[src/rtl/uart_rx_fifo.sv]
// UART receiver (8N1, or 8E1 when UART_RX_PARITY_EN is defined) feeding a
// first-word-fall-through byte FIFO popped through a valid/ready handshake.
module uart_rx_fifo #(
    parameter int CLK_HZ     = 100_000_000,
    parameter int BAUD       = 115200,
    parameter int OVERSAMPLE = 16,
    parameter int FIFO_DEPTH = 8
) (
    input  logic                          clk,
    input  logic                          resetn,
    input  logic                          RsRx,
    output logic [7:0]                    rx_data,
    output logic                          rx_valid,
    input  logic                          rx_ready,
    output logic [$clog2(FIFO_DEPTH):0]   rx_count,
    output logic                          frame_err,
    output logic                          overrun,
    output logic                          parity_err
);

    localparam int DIV_RAW = CLK_HZ / (BAUD * OVERSAMPLE);
    localparam int DIV     = (DIV_RAW < 1) ? 1 : DIV_RAW;
    localparam int DIV_W   = (DIV > 1) ? $clog2(DIV) : 1;
    localparam int OS_W    = $clog2(OVERSAMPLE);
    localparam int PTR_W   = $clog2(FIFO_DEPTH);
    localparam int CNT_W   = PTR_W + 1;

    localparam logic [DIV_W-1:0] DIV_LAST    = DIV_W'(DIV - 1);
    localparam logic [OS_W-1:0]  MID_SAMPLE  = OS_W'(OVERSAMPLE / 2 - 1);
    localparam logic [OS_W-1:0]  LAST_SAMPLE = OS_W'(OVERSAMPLE - 1);
    localparam logic [CNT_W-1:0] FULL_COUNT  = CNT_W'(FIFO_DEPTH);

    typedef enum logic [2:0] {
        IDLE,
        START,
        DATA,
`ifdef UART_RX_PARITY_EN
        PARITY,
`endif
        STOP,
        WAIT_HI
    } state_e;

    logic [DIV_W-1:0] divCnt_q;
    logic             tick;
    logic             sync1_q, sync2_q;
    logic             rxSync;

    state_e           state_q, state_d;
    logic [OS_W-1:0]  sampleCnt_q, sampleCnt_d;
    logic [2:0]       bitCnt_q, bitCnt_d;
    logic [7:0]       shift_q, shift_d;
`ifdef UART_RX_PARITY_EN
    logic             parityBit_q, parityBit_d;
    logic             parityErr_q, parityErr_d;
`endif
    logic             frameErr_q, frameErr_d;
    logic             overrun_q;
    logic             pushReq;

    logic [7:0]       mem_q [FIFO_DEPTH];
    logic [PTR_W-1:0] wrPtr_q, rdPtr_q;
    logic [CNT_W-1:0] count_q;
    logic             full, pop, doPush;

    // Free-running sample tick; never re-phased to the incoming edge.
    always_ff @(posedge clk or negedge resetn) begin
        if (!resetn) begin
            divCnt_q <= '0;
        end else if (divCnt_q == DIV_LAST) begin
            divCnt_q <= '0;
        end else begin
            divCnt_q <= divCnt_q + DIV_W'(1);
        end
    end

    assign tick = (divCnt_q == DIV_LAST);

    always_ff @(posedge clk or negedge resetn) begin
        if (!resetn) begin
            sync1_q <= 1'b1;
            sync2_q <= 1'b1;
        end else begin
            sync1_q <= RsRx;
            sync2_q <= sync1_q;
        end
    end

    assign rxSync = sync2_q;

    always_ff @(posedge clk or negedge resetn) begin
        if (!resetn) begin
            state_q     <= IDLE;
            sampleCnt_q <= '0;
            bitCnt_q    <= '0;
            shift_q     <= '0;
            frameErr_q  <= 1'b0;
`ifdef UART_RX_PARITY_EN
            parityBit_q <= 1'b0;
            parityErr_q <= 1'b0;
`endif
        end else begin
            state_q     <= state_d;
            sampleCnt_q <= sampleCnt_d;
            bitCnt_q    <= bitCnt_d;
            shift_q     <= shift_d;
            frameErr_q  <= frameErr_d;
`ifdef UART_RX_PARITY_EN
            parityBit_q <= parityBit_d;
            parityErr_q <= parityErr_d;
`endif
        end
    end

    // Only the idle line check runs every clock; all bit sampling waits for tick.
    always_comb begin
        state_d     = state_q;
        sampleCnt_d = sampleCnt_q;
        bitCnt_d    = bitCnt_q;
        shift_d     = shift_q;
        frameErr_d  = 1'b0;
        pushReq     = 1'b0;
`ifdef UART_RX_PARITY_EN
        parityBit_d = parityBit_q;
        parityErr_d = 1'b0;
`endif
        case (state_q)
            IDLE: begin
                if (!rxSync) begin
                    state_d     = START;
                    sampleCnt_d = '0;
                end
            end
            START: begin
                if (tick) begin
                    if (sampleCnt_q == MID_SAMPLE) begin
                        sampleCnt_d = '0;
                        bitCnt_d    = '0;
                        state_d     = rxSync ? IDLE : DATA;
                    end else begin
                        sampleCnt_d = sampleCnt_q + OS_W'(1);
                    end
                end
            end
            DATA: begin
                if (tick) begin
                    if (sampleCnt_q == LAST_SAMPLE) begin
                        sampleCnt_d = '0;
                        shift_d     = {rxSync, shift_q[7:1]};
                        bitCnt_d    = bitCnt_q + 3'd1;
                        if (bitCnt_q == 3'd7) begin
`ifdef UART_RX_PARITY_EN
                            state_d = PARITY;
`else
                            state_d = STOP;
`endif
                        end
                    end else begin
                        sampleCnt_d = sampleCnt_q + OS_W'(1);
                    end
                end
            end
`ifdef UART_RX_PARITY_EN
            PARITY: begin
                if (tick) begin
                    if (sampleCnt_q == LAST_SAMPLE) begin
                        sampleCnt_d = '0;
                        parityBit_d = rxSync;
                        state_d     = STOP;
                    end else begin
                        sampleCnt_d = sampleCnt_q + OS_W'(1);
                    end
                end
            end
`endif
            STOP: begin
                if (tick) begin
                    if (sampleCnt_q == LAST_SAMPLE) begin
                        sampleCnt_d = '0;
`ifdef UART_RX_PARITY_EN
                        parityErr_d = (parityBit_q != (^shift_q));
                        pushReq     = rxSync && (parityBit_q == (^shift_q));
`else
                        pushReq     = rxSync;
`endif
                        if (rxSync) begin
                            state_d = IDLE;
                        end else begin
                            frameErr_d = 1'b1;
                            state_d    = WAIT_HI;
                        end
                    end else begin
                        sampleCnt_d = sampleCnt_q + OS_W'(1);
                    end
                end
            end
            WAIT_HI: begin
                if (tick && rxSync) begin
                    state_d = IDLE;
                end
            end
            default: state_d = IDLE;
        endcase
    end

    assign pop    = rx_valid && rx_ready;
    assign full   = (count_q == FULL_COUNT);
    assign doPush = pushReq && (!full || pop);

    // A push into a full FIFO only succeeds when the head is popped in the same clock.
    always_ff @(posedge clk or negedge resetn) begin
        if (!resetn) begin
            wrPtr_q   <= '0;
            rdPtr_q   <= '0;
            count_q   <= '0;
            overrun_q <= 1'b0;
            for (int i = 0; i < FIFO_DEPTH; i++) begin
                mem_q[i] <= '0;
            end
        end else begin
            overrun_q <= pushReq && full && !pop;
            if (doPush) begin
                mem_q[wrPtr_q] <= shift_q;
                wrPtr_q        <= wrPtr_q + PTR_W'(1);
            end
            if (pop) begin
                rdPtr_q <= rdPtr_q + PTR_W'(1);
            end
            if (doPush && !pop) begin
                count_q <= count_q + CNT_W'(1);
            end else if (!doPush && pop) begin
                count_q <= count_q - CNT_W'(1);
            end
        end
    end

    assign rx_data   = mem_q[rdPtr_q];
    assign rx_valid  = (count_q != '0);
    assign rx_count  = count_q;
    assign frame_err = frameErr_q;
    assign overrun   = overrun_q;
`ifdef UART_RX_PARITY_EN
    assign parity_err = parityErr_q;
`else
    assign parity_err = 1'b0;
`endif

endmodule
[config.mk]
export PLATFORM = sky130hd
export DESIGN_NAME = uart_rx_fifo
export DESIGN_NICKNAME = d
export VERILOG_FILES = /design/src/rtl/uart_rx_fifo.sv
export SDC_FILE = /design/constraint.sdc
export NUM_CORES = 1
export LEC_CHECK = 0
export BUFFER_PORTS_ARGS = -buffer_cell sky130_fd_sc_hd__buf_4
export CORE_UTILIZATION = 25
export DETAILED_ROUTE_END_ITERATION = 10
export PLACE_DENSITY_LB_ADDON = 0.05
export SYNTH_ARGS = -nofsm -noshare
export SYNTH_HDL_FRONTEND = slang
export SYNTH_SLANG_ARGS = --single-unit
[constraint.sdc]
create_clock -name clk -period 3.6 [get_ports clk]
set_input_delay 0.72 -clock clk [delete_from_list [all_inputs] [get_ports clk]]
set_output_delay 0.72 -clock clk [all_outputs]
set_load 0.02 [all_outputs]
==> results of run 1 <==
per-layer routing:
layer,track usage (%),wire (microns),vias to the layer above
li1,-,-,1293
met1,16.0,5400,1424
met2,20.2,5470,27
met3,3.50,331,11
met4,3.53,139,0
met5,0,0,-
worst max-delay path by stage:
stage / from / endpoint / slack, ps / cells past startpoint
6_report: rdPtr_q[0] / rx_data[3] / 740 / 4
5_1_grt: sampleCnt_q[1] / rx_count[3] / 590 / 10
4_1_cts: rdPtr_q[0] / rx_data[3] / 660 / 4
3_5_place_dp: rx_ready / rx_count[3] / 730 / 10
3_3_place_gp: rx_ready / rx_count[3] / 860 / 10
2_1_floorplan: rx_ready / rx_count[3] / 870 / 10
layout make-up:
class                           instances  area [sq um]
Sequential cell                       102          2550
Clock buffer                           13           250
Tap cell                              265           332
Timing Repair Buffer                   27           215
Clock inverter                          3          46.3
Fill cell                            2017         13800
Multi-Input combinational cell        214          2280
Inverter                                6          22.5
stage by stage:
step / std cells / hold slack (ps) / power [uW]
detailed placement: 614 / 347 / 1210
finish: 630 / 355 / 2190
global route: 630 / 358 / 2280
floorplan: 348 / 345 / 1180
CTS: 630 / 357 / 2240
global placement: 614 / 347 / 1210
worst max-delay path, cell delays in order, from the launching register on:
cell	delay, ps
dfrtp_1	390
buf_4	370
mux4_2	560
mux2_2	300
buf_4	160
sequential cells by signal (all words and copies together), names as in the netlist:
signal	flops
mem_q	64
frame_err	1
rx_count	4
rxSync	1
overrun	1
sync1_q	1
wrPtr_q	3
shift_q	8
rdPtr_q	3
sampleCnt_q	4
divCnt_q	6
state_q	3
bitCnt_q	3
report_power, final:
part	leakage (uW)	switching [uW]	internal, uW
sequential	0.00140	2.66	1150
clock	0.000140	447	561
combinational	0.00115	25.7	5.26
placed cells by master (no fill, tap or decap), types with 6 or more instances in the layout:
| master | netlist | final |
|---|---|---|
| mux2_4 | 24 | 24 |
| mux4_2 | 16 | 16 |
| clkbuf_16 | 0 | 9 |
| buf_4 | 5 | 26 |
| ha_1 | 10 | 10 |
| xnor2_1 | 9 | 9 |
| mux2_1 | 11 | 11 |
| inv_1 | 6 | 6 |
| dfrtp_1 | 100 | 100 |
| nand2_1 | 11 | 11 |
| mux2_2 | 50 | 50 |
| a21oi_1 | 6 | 6 |
| nor2_1 | 12 | 12 |
| o21ai_0 | 6 | 6 |
| nand3_1 | 6 | 6 |
cells by family after synthesis:
| group | share of synthesized area (%) |
|---|---|
| buffers and inverters | 3.45 |
| xor gates and xnor gates | 1.93 |
| other | 0.0749 |
| and+or+nand+nor | 8.58 |
| DFF | 51.1 |
| muxes | 28.3 |
| AOI/OAI and AO/OA | 3.68 |
| adders and majority gates | 2.90 |
==> results_dict.tcl, run 1 <==
set metrics [dict create \
    setup_viol 0 \
    syn_to_final_growth_pct 13.9 \
    maxSlewViolCount 0 \
    dpl_worst_slack_ps 728 \
    hold_end "rxSync" \
    grt_pass1_wl_mm 18.2 \
    die_x_microns 143 \
    yosys_warnings 0 \
    final_hold_viol_count 0 \
    yosys-top-cells-count "dfrtp_1, mux2_2, mux2_4" \
    worst_slew_margin_rel_pct 48.0 \
    crit_type "reg2out" \
    grt_pass1_vias 3007 \
    htreeDepth 3 \
    timing.rr.start "sampleCnt_q[0]" \
    wl_per_cell_microns 18.0 \
    ant_nets 0 \
    post-route-min-period_ps 2860 \
    clk_pin_slew_ps 70 \
    peakVddDrop_mv 0.183 \
    synthCells 348 \
    grt.overflow.total 0 \
    num_vias 2755 \
    synth_edf_count 0 \
    gp_congestion 0.696 \
    cp_data_required_time_ps 2880 \
    max_freq_mhz 350 \
    power_density_mw_per_mm2 384 \
    grt_max_degree 58 \
    synth_cell_types 50 \
    max_cap_viol_count 0 \
    synth.top_cells.by_area "dfrtp_1, mux2_2, mux2_4, mux4_2, ha_1" \
    crit_fanout 16 \
    dr.pass1.iters 4 \
    drc_errors 0 \
    min_from "sync1_q" \
    port_buffers 18 \
    synth_most_common_cell "dfrtp_1" \
    status "completed" \
    core_sq_mm 0.0195 \
    clk_path_buf_depth 2 \
    rsz0062_at_grt "no" \
    drive_gt1_share_pct 39.7 \
    critPathCaptureType "output pin" \
    cp-start-kind "flop" \
    worstMarginPinSlew_ps 774 \
    final_nets 375 \
    period_share_pct 79.4 \
    synth-seq-cells 102 \
    antenna_found_initial 0 \
    cts_tree "done" \
    hold_path_depth 0 \
    dieHeight_microns 143 \
    syn_area_sq_mm 0.00500 \
    ys_async_sr_fraction_pct 100 \
    pin_count 20 \
    holdCritPathClass "reg2reg" \
    wl_mm 11.3 \
    track_usage_pct 12.4 \
    clock_sinks 102 \
    r2r-end "rx_count[3]" \
    num_rows 51 \
    setup_tns_ps 0 \
    syn-num-nets 363 \
    synth_flop_cell "dfrtp_1" \
    finClkSkew_ps 8.87 \
    cts_made_buffers 9 \
    clock_latency_ps 350 \
    diodes 0 \
    syn_area_per_cell_sq_um 14.4 \
    seq_area_frac_synth_pct 51.1 \
    vias_per_cell 4.37 \
    fin_ws_ps 741 \
    cts_resized 0 \
    dpl_cell_area_sq_mm 0.00540 \
    hpwl_mm 6.90 \
    reg2reg_slack_ps 850 \
    yosysTopAreaCellShare_pct 50.0 \
    final_area_sq_mm 0.00570 \
    cts_root_buf "clkbuf_16" \
    synth_top_area_cell "dfrtp_1" \
    cts_hold_buf 0 \
    p_leak_uw 0.00269 \
    final_util_pct 29.2 \
    drtIter0Drc 86 \
    cts_setup_buffers 0 \
    r2r_cells 10 \
    arrival_ps 2140 \
    start_util_pct 25.6 \
    die_area_sq_mm 0.0206 \
]
Power figures use the tool's default switching activity.
==> inputs of run 2 (changes only) <==
- ABC_AREA: default -> 1
- clock period: 3.6 -> 2.4 ns (I/O delays scaled with it)
==> run 2 against run 1 <==
Compared with the run above: non-clock buffer count up 15; sequential cell count unchanged; first-iteration DRC count rose to 3.1 times the previous value; design area up 8.0%; power up 140%; critical path type unchanged; critical endpoint is now rx_data[4]; largest power group is now combinational cells.
==> results_dict.tcl, run 2 <==
set metrics [dict create \
    yosys_warnings 0 \
    core_sq_mm 0.0210 \
    cts_made_buffers 9 \
    num_vias 4464 \
    wl_per_cell_microns 16.6 \
    clk_pin_slew_ps 70 \
    max_freq_mhz 431 \
    antenna_found_initial 0 \
    p_leak_uw 0.00301 \
    hpwl_mm 10.1 \
    p_clk_share_pct 26.6 \
    final_hold_viol_count 0 \
    synthCells 656 \
    track_usage_pct 15.4 \
    arrival_ps 1840 \
    grt_pass1_vias 4331 \
    synth_flop_cell "dfrtp_1" \
    grt_max_degree 64 \
    drtIter0Drc 269 \
    dieHeight_microns 148 \
    start_util_pct 25.4 \
    top_register "mem_q" \
    syn_area_per_cell_sq_um 8.15 \
    final_common_cell "nand2_1" \
    maxSlewViolCount 0 \
    cts_hold_buf 0 \
    final_area_sq_mm 0.00615 \
    cts_tree "done" \
    p_switching_uw 1980 \
    synth_cell_types 36 \
    p_int_uw 3190 \
    yosys-top-cells-count "nand2_1, dfrtp_1, nor2_1" \
    num_rows 53 \
    cp_data_required_time_ps 1920 \
    syn_to_final_growth_pct 15.0 \
    status "completed" \
    grt_pass1_wl_mm 25.6 \
    clock_latency_ps 350 \
    synth.top_cells.by_area "dfrtp_1, nand2_1, nand4_1, nor2_1, o21ai_0" \
    final_nets 687 \
    setup_viol 0 \
    max_cap_viol_count 0 \
    ant_nets 0 \
    dr.pass1.iters 5 \
    drc_errors 0 \
    cts_root_buf "clkbuf_16" \
    vias_per_cell 4.69 \
    peakVddDrop_mv 0.566 \
    synth_edf_count 0 \
    reg_top3 "mem_q x64, shift_q x8, divCnt_q x6" \
    drive_gt1_share_pct 12.3 \
    cts_setup_buffers 0 \
    seq_area_frac_synth_pct 47.8 \
    crit_fanout 33 \
    fin_ws_ps 82.3 \
    port_buffers 18 \
    dpl_worst_slack_ps 75.5 \
    period_share_pct 96.6 \
    largest_register_ffs 64 \
    power_density_mw_per_mm2 840 \
    syn_area_sq_mm 0.00535 \
    gp_congestion 0.782 \
    pin_count 20 \
    synth_top_area_cell "dfrtp_1" \
    combPwrFrac_pct 37.6 \
    critPathCaptureType "output pin" \
    htreeDepth 3 \
    cp-start-kind "flop" \
    holdCritPathClass "in2async" \
    synth_most_common_cell "nand2_1" \
    pwr-share-seq_pct 35.8 \
    post-route-min-period_ps 2320 \
    clock_sinks 102 \
    die_x_microns 148 \
    yosysTopAreaCellShare_pct 46.8 \
    final_cell_mix "nand2_1, dfrtp_1, nor2_1" \
    clk_path_buf_depth 2 \
    wl_mm 15.8 \
    final_util_pct 29.3 \
    dpl_cell_area_sq_mm 0.00588 \
    grt.overflow.total 0 \
    rsz0062_at_grt "yes" \
    finalPower_uw 5160 \
    die_area_sq_mm 0.0220 \
    ys_async_sr_fraction_pct 100 \
    worstMarginPinSlew_ps 696 \
    switching_share_pct 38.3 \
    worst_slew_margin_rel_pct 53.4 \
    crit_type "reg2out" \
    finClkSkew_ps 11.9 \
    synth-seq-cells 102 \
    diodes 0 \
    syn-num-nets 671 \
]
==> run 2: changes by cell type in the layout (fill, tap and decap cells not counted), moves of 11 or more <==
| cell | previous run | this run |
|---|---|---|
| nand4_1 | 4 | 65 |
| nor2_1 | 12 | 77 |
| o21ai_1 | 0 | 22 |
| o21ai_0 | 6 | 44 |
| mux4_2 | 16 | 0 |
| inv_1 | 6 | 23 |
| mux2_4 | 24 | 0 |
| mux2_2 | 50 | 1 |
| mux2_1 | 11 | 0 |
| nand2_1 | 11 | 209 |
==> run 2: logic make-up (layout without fill, tap and decap cells) <==
group / count (synthesis) / after routing / share of synthesized area (%)
compound gates: 76 / 76 / 7.13
xor+xnor: 9 / 9 / 1.47
fa+ha+maj: 11 / 11 / 2.71
buf+inv: 64 / 84 / 6.25
flops: 102 / 102 / 47.8
mux: 1 / 1 / 0.211
other cells: 1 / 1 / 0.0701
simple gates: 392 / 392 / 34.4
==> run 2: worst paths after layout <==
path,start,endpoint,slack [ps],cells past startpoint
max,rdPtr_q[0],rx_data[4],80,7
min,resetn,mem_q[33],80,1
max reg2reg,divCnt_q[1],rx_count[3],180,14
min reg2reg,sync1_q,rxSync,370,0
max in group asynchronous,resetn,mem_q[1],1750,2
min in group clk,RsRx,sync1_q,230,1
==> run 2: critical path: stages, from the launching register on <==
cell     delay (ps)
dfrtp_1         390
inv_1            90
buf_12          180
o21ai_0         390
o21ai_1         130
nand2_1          90
nand2_1          60
buf_4           150
==> run 2: area by class of cell <==
| type | instances | area (sq um) |
|---|---|---|
| Fill cell | 2286 | 14900 |
| Sequential cell | 102 | 2550 |
| Multi-Input combinational cell | 490 | 2490 |
| Timing Repair Buffer | 42 | 403 |
| Tap cell | 275 | 344 |
| Clock buffer | 12 | 236 |
| Inverter | 27 | 101 |
| Clock inverter | 3 | 21.3 |
==> run 2: through the flow <==
stage	hold WS, ps	cells	setup TNS [ps]
3_3_place_gp	362	936	0
2_1_floorplan	184	656	0
3_5_place_dp	361	936	0
4_1_cts	83.7	951	0
5_1_grt	101	951	-0.665
6_report	76.4	951	0
==> run 2: power by group through the flow <==
stage / registers (uW) / logic, uW / clock network [uW]
after floorplan: 1930 / 1040 / 0
after global placement: 1880 / 1970 / 0
after detailed placement: 1880 / 1950 / 0
after CTS: 1850 / 1960 / 1440
after global routing: 1860 / 2140 / 1480
final: 1850 / 1940 / 1370
==> run 2: timing repair <==
action,4_1_cts,5_1_grt
hold endpoints to repair,0,0
resized for setup,0,6
setup endpoints to repair,0,5
==> run 2: routing by layer <==
layer,share of wire [%],wire (microns),vias up,GRT usage (%)
li1,-,-,2222,-
met1,50,7980,2145,22.7
met2,44,6960,84,23.0
met3,4.1,649,13,2.33
met4,1.5,241,0,4.69
met5,0,0,-,0
